## config.mk

```make
export PLATFORM = sky130hd
export DESIGN_NAME = ldq_branch_filter
export DESIGN_NICKNAME = d
export VERILOG_FILES = /design/src/rtl/ldq_branch_filter_pkg.sv /design/src/rtl/ldq_branch_filter.sv
export SDC_FILE = /design/constraint.sdc
export NUM_CORES = 1
export LEC_CHECK = 0
export BUFFER_PORTS_ARGS = -buffer_cell sky130_fd_sc_hd__buf_2
export CAP_MARGIN = 20
export CORE_AREA = 3 3 40 42
export DETAILED_ROUTE_END_ITERATION = 10
export DIE_AREA = 0 0 43 45
export GPL_TIMING_DRIVEN = 1
export PLACE_DENSITY = 0.47
export SLEW_MARGIN = 30
export SYNTH_ARGS = -nofsm -noshare
export SYNTH_HDL_FRONTEND = slang
export SYNTH_SLANG_ARGS = --single-unit
```

## constraint.sdc

```tcl
create_clock -name clk -period 1.85 [get_ports clk]
set_clock_uncertainty 0.2 [all_clocks]
set_input_delay 0.37 -clock clk [delete_from_list [all_inputs] [get_ports clk]]
set_output_delay 0.37 -clock clk [all_outputs]
set_load 0.05 [all_outputs]
```

## src/rtl/ldq_branch_filter_pkg.sv

```systemverilog
// Shared load-queue epoch definitions.
// BRANCH_ID_WIDTH : width of the epoch (branch id) carried in the memory sideband.
// BRANCH_ID_LSB/MSB : sideband bit positions of the epoch field. Request stamping
//                     and ack extraction both use these positions.
package toy_pack;

  localparam int unsigned BRANCH_ID_LSB   = 7;
  localparam int unsigned BRANCH_ID_MSB   = 9;
  localparam int unsigned BRANCH_ID_WIDTH = BRANCH_ID_MSB - BRANCH_ID_LSB + 1;

endpackage : toy_pack

```

## src/rtl/ldq_branch_filter.sv

```systemverilog
// Epoch tracker and stale-response filter for the LSU load queue.
// The epoch advances on every cancel edge. The live (next) epoch is handed to
// request stamping, and memory acks whose epoch differs from it are dropped.
//
// Ports:
//   clk                : clock, rising edge
//   rst_n              : asynchronous reset, active-high (historical name)
//   mem_ack_vld        : raw memory ack valid
//   mem_ack_branch_id  : epoch returned in the ack sideband
//   cancel_edge_en     : one-cycle pulse at the start of a flush/cancel
//   req_branch_id_nxt  : epoch to stamp into requests issued this cycle
//   branch_ack_vld     : ack valid forwarded to the load queue
//   stale_ack_vld      : pulses when an ack is dropped as stale
module ldq_branch_filter
  import toy_pack::*;
#(
  parameter int unsigned ID_WIDTH = BRANCH_ID_WIDTH
) (
  input  logic                clk,
  input  logic                rst_n,
  input  logic                mem_ack_vld,
  input  logic [ID_WIDTH-1:0] mem_ack_branch_id,
  input  logic                cancel_edge_en,
  output logic [ID_WIDTH-1:0] req_branch_id_nxt,
  output logic                branch_ack_vld,
  output logic                stale_ack_vld
);

  logic [ID_WIDTH-1:0] branch_id;
  logic [ID_WIDTH-1:0] epoch_live;
  logic                id_match;

  // The live epoch already includes a cancel in this cycle, so post-flush
  // requests and acks are judged against the new epoch. Wraps modulo 2^ID_WIDTH.
  always_comb begin
    epoch_live = branch_id;
    if (cancel_edge_en) begin
      epoch_live = branch_id + ID_WIDTH'(1);
    end
  end

  // Epoch register
  always_ff @(posedge clk or posedge rst_n) begin
    if (rst_n) begin
      branch_id <= '0;
    end else begin
      branch_id <= epoch_live;
    end
  end

  // Zero-latency filter. While reset is asserted, outputs are forced quiet even
  // if a cancel or ack arrives. Only valid is masked; the bus still consumes the ack.
  always_comb begin
    id_match          = (mem_ack_branch_id == epoch_live);
    req_branch_id_nxt = epoch_live;
    branch_ack_vld    = mem_ack_vld & id_match;
    stale_ack_vld     = mem_ack_vld & ~id_match;
    if (rst_n) begin
      req_branch_id_nxt = '0;
      branch_ack_vld    = 1'b0;
      stale_ack_vld     = 1'b0;
    end
  end

endmodule : ldq_branch_filter

```

==> impl_metrics.yaml <==
outcome:
  status: "finished with violations"
  violations: "setup timing"
worst_setup_path:
  crit_path_start_kind: "flip-flop"
  worst-setup-path-type: "flip-flop to output pin"
  crit_family: "flip-flops"
  cpPeakStageDelay_ns: 0.40
  worstPathCellList: "ha_4 > xor2_4 > nor3_2 > o2111a_2 > buf_8"
  cp_max_fo: 2
  critPathCaptureType: "output pin"
  critPathBufInv: 1
  worst_path_max_delay_cell: "dfrtp_1"
  crit_arrival_ns: 1.59
  worstPathRequired_ns: 1.28
placement:
  dpl_cell_area_um2: 410.4
  place_ws_ns: -0.1767
  dp_hpwl_um: 572.9
  dpl.cell_count: 59
  gp_congestion: 0.6964
  io_buffer_count: 11
drt:
  drtIter0Drc: 1
  vias: 282
  vias_per_cell: 4.406
  drc: 0
  dr.pass1.iters: 2
  wl_per_cell_um: 13.19
  antenna_left: 0
  finalWirelength_um: 844
power:
  powerDensity_nw_per_um2: 1939
  leakage_nw: 0.2606
  ir_drop_mv: 0.7783
hold_path:
  min_path_type: "input pin to asynchronous set/reset pin"
cts:
  cts_num_sinks: 3
  clock_latency_ns: 0.23
  ctsHoldBuffers: 0
  htree_levels: 1
  clock_path_buffers: 2
  cts_tree: "built"
  clkTransAtPathRegs_ns: 0.04
  numCtsBuffers: 3
  clock_tree.root_cell: "clkbuf_4"
floorplanning:
  coreArea_um2: 1285
  die_w_um: 43
  die_h_um: 45
  start_util_pct: 21.03
  die-area_um2: 1935
  num_io_pins: 12
  rows: 13
grt:
  grt_max_degree: 7
  antenna_found_initial: 0
  grt_pass1_wl_um: 1400
  overflow: 0
  grtUsageTotal_pct: 10.39
  grt_pass1_vias: 327
cells_and_area:
  nNetsFinal: 58
  area_growth_pct: 113.4
  top_regs: "branch_id: 3 flops"
  regMostFlops: "branch_id"
  drive_gt1_share_pct: 75.51
  nFillCells: 127
  largest_reg_flops: 3
  num_antenna_cells: 0
  final_area_um2: 576.8
  final_cell_mix: "7 x buf_4, 6 x buf_2, 4 x buf_8"
  final_common_cell: "buf_4"
  final_cells: 64
sta:
  max_freq_mhz: 462.6
  slew-limit-headroom_pct: 80.50
  setup_viol: 4
  worst_pin_slew_ns: 0.2916
  rsz0062_at_grt: "yes"
  finalCritPeriodShare_pct: 116.8
  finalHoldViolations: 0
  period_minus_slack_ns: 2.162
  slew_violations: 0
  fin_hold_ws_ns: 0.01454
  worst_slack_ns: -0.3116
synth:
  synth_seq_cells: 3
  synth_area_per_cell_um2: 10.39
  syn_nets: 34
  yosys_warnings: 0
  syn-cell-area_um2: 270.3
  ys_types: 17
  synthCells: 26
  ys_seq_area_share_pct: 27.78
flow_run:
  cap_violations: 0
[power by group]
part           total (mW)  internal [mW]  switching, mW
combinational       0.869          0.451          0.417
clock               0.116         0.0809         0.0348
sequential          0.134          0.101         0.0327
[worst min-delay path: cells and delay by family]
kind,cells,cell delay (ns)
buffers and inverters,3,0.41
[metrics by stage]
step	power, mW	setup TNS (ns)	utilization, %
2_1_floorplan	0.5180	-0.1514	-
3_5_place_dp	0.6911	-0.4469	31.94
5_1_grt	1.193	-1.192	44.89
4_1_cts	1.032	-0.9312	42.26
3_3_place_gp	0.6750	-0.3324	31.94
6_report	1.118	-0.9321	44.89
[per-layer routing]
metal  share of wire, %  track usage, %
met5                  0               0
met1                 31           8.824
met2                 63           20.06
met3                4.0           4.781
met4                1.2           5.422
[cells in the mapped netlist]
| library cell | instances | share of area, % |
|---|---|---|
| inv_1 | 2 | 2.8 |
| xnor2_1 | 2 | 6.5 |
| and2_1 | 3 | 6.9 |
| nor3_2 | 1 | 3.7 |
| nand2_2 | 1 | 2.3 |
| mux2_2 | 1 | 4.2 |
| nand3_1 | 1 | 1.9 |
| o2111a_1 | 1 | 4.2 |
| dfrtp_1 | 3 | 28 |
| nor2_1 | 1 | 1.4 |
| nand2_1 | 1 | 1.4 |
| xor2_1 | 4 | 13 |
| o2111ai_1 | 1 | 3.2 |
| nor3_1 | 1 | 1.9 |
| xor3_1 | 1 | 8.8 |
| ha_1 | 1 | 4.6 |
| o221ai_2 | 1 | 5.6 |
[path summary, 6_finish.rpt]
| kind | start | to | slack, ns | cells past startpoint |
|---|---|---|---|---|
| hold reg to reg | branch_id[0] | branch_id[0] | 0.45 | 2 |
| hold / removal | rst_n | branch_id[2] | 0.01 | 3 |
| setup reg to reg | branch_id[1] | branch_id[2] | 0.45 | 6 |
| max in group asynchronous | rst_n | branch_id[1] | 1.32 | 3 |
| min in group clk | cancel_edge_en | branch_id[1] | 0.34 | 2 |
| setup / recovery | branch_id[1] | branch_ack_vld | -0.31 | 5 |
[final cells by class]
cell class | instances | area (um^2) | share of cell area [%]
inverters | 2 | 7.507 | 1.302
clock buffers | 4 | 26.28 | 4.555
flip-flops and latches | 3 | 75.07 | 13.02
well taps | 15 | 18.77 | 3.254
multi-input cells | 21 | 284.0 | 49.24
repair buffers | 19 | 165.2 | 28.63
[logic make-up (layout without fill, tap and decap cells)]
| kind of cell | count (synthesis) | count (layout) | synth area share (%) |
|---|---|---|---|
| simple gates | 9 | 9 | 19.44 |
| xor+xnor | 7 | 7 | 28.24 |
| compound gates | 3 | 3 | 12.96 |
| flops | 3 | 3 | 27.78 |
| buf+inv | 2 | 25 | 2.779 |
| fa+ha+maj | 1 | 1 | 4.629 |
| mux | 1 | 1 | 4.166 |
[timing repair]
| item | CTS | global route |
|---|---|---|
| endpoints found under the setup margin | 5 | 5 |
| pin swaps | 7 | 4 |
| setup buffers | 1 | 0 |
| gates resized for setup | 23 | 5 |
Note: power is estimated with default switching activity, not from simulation.
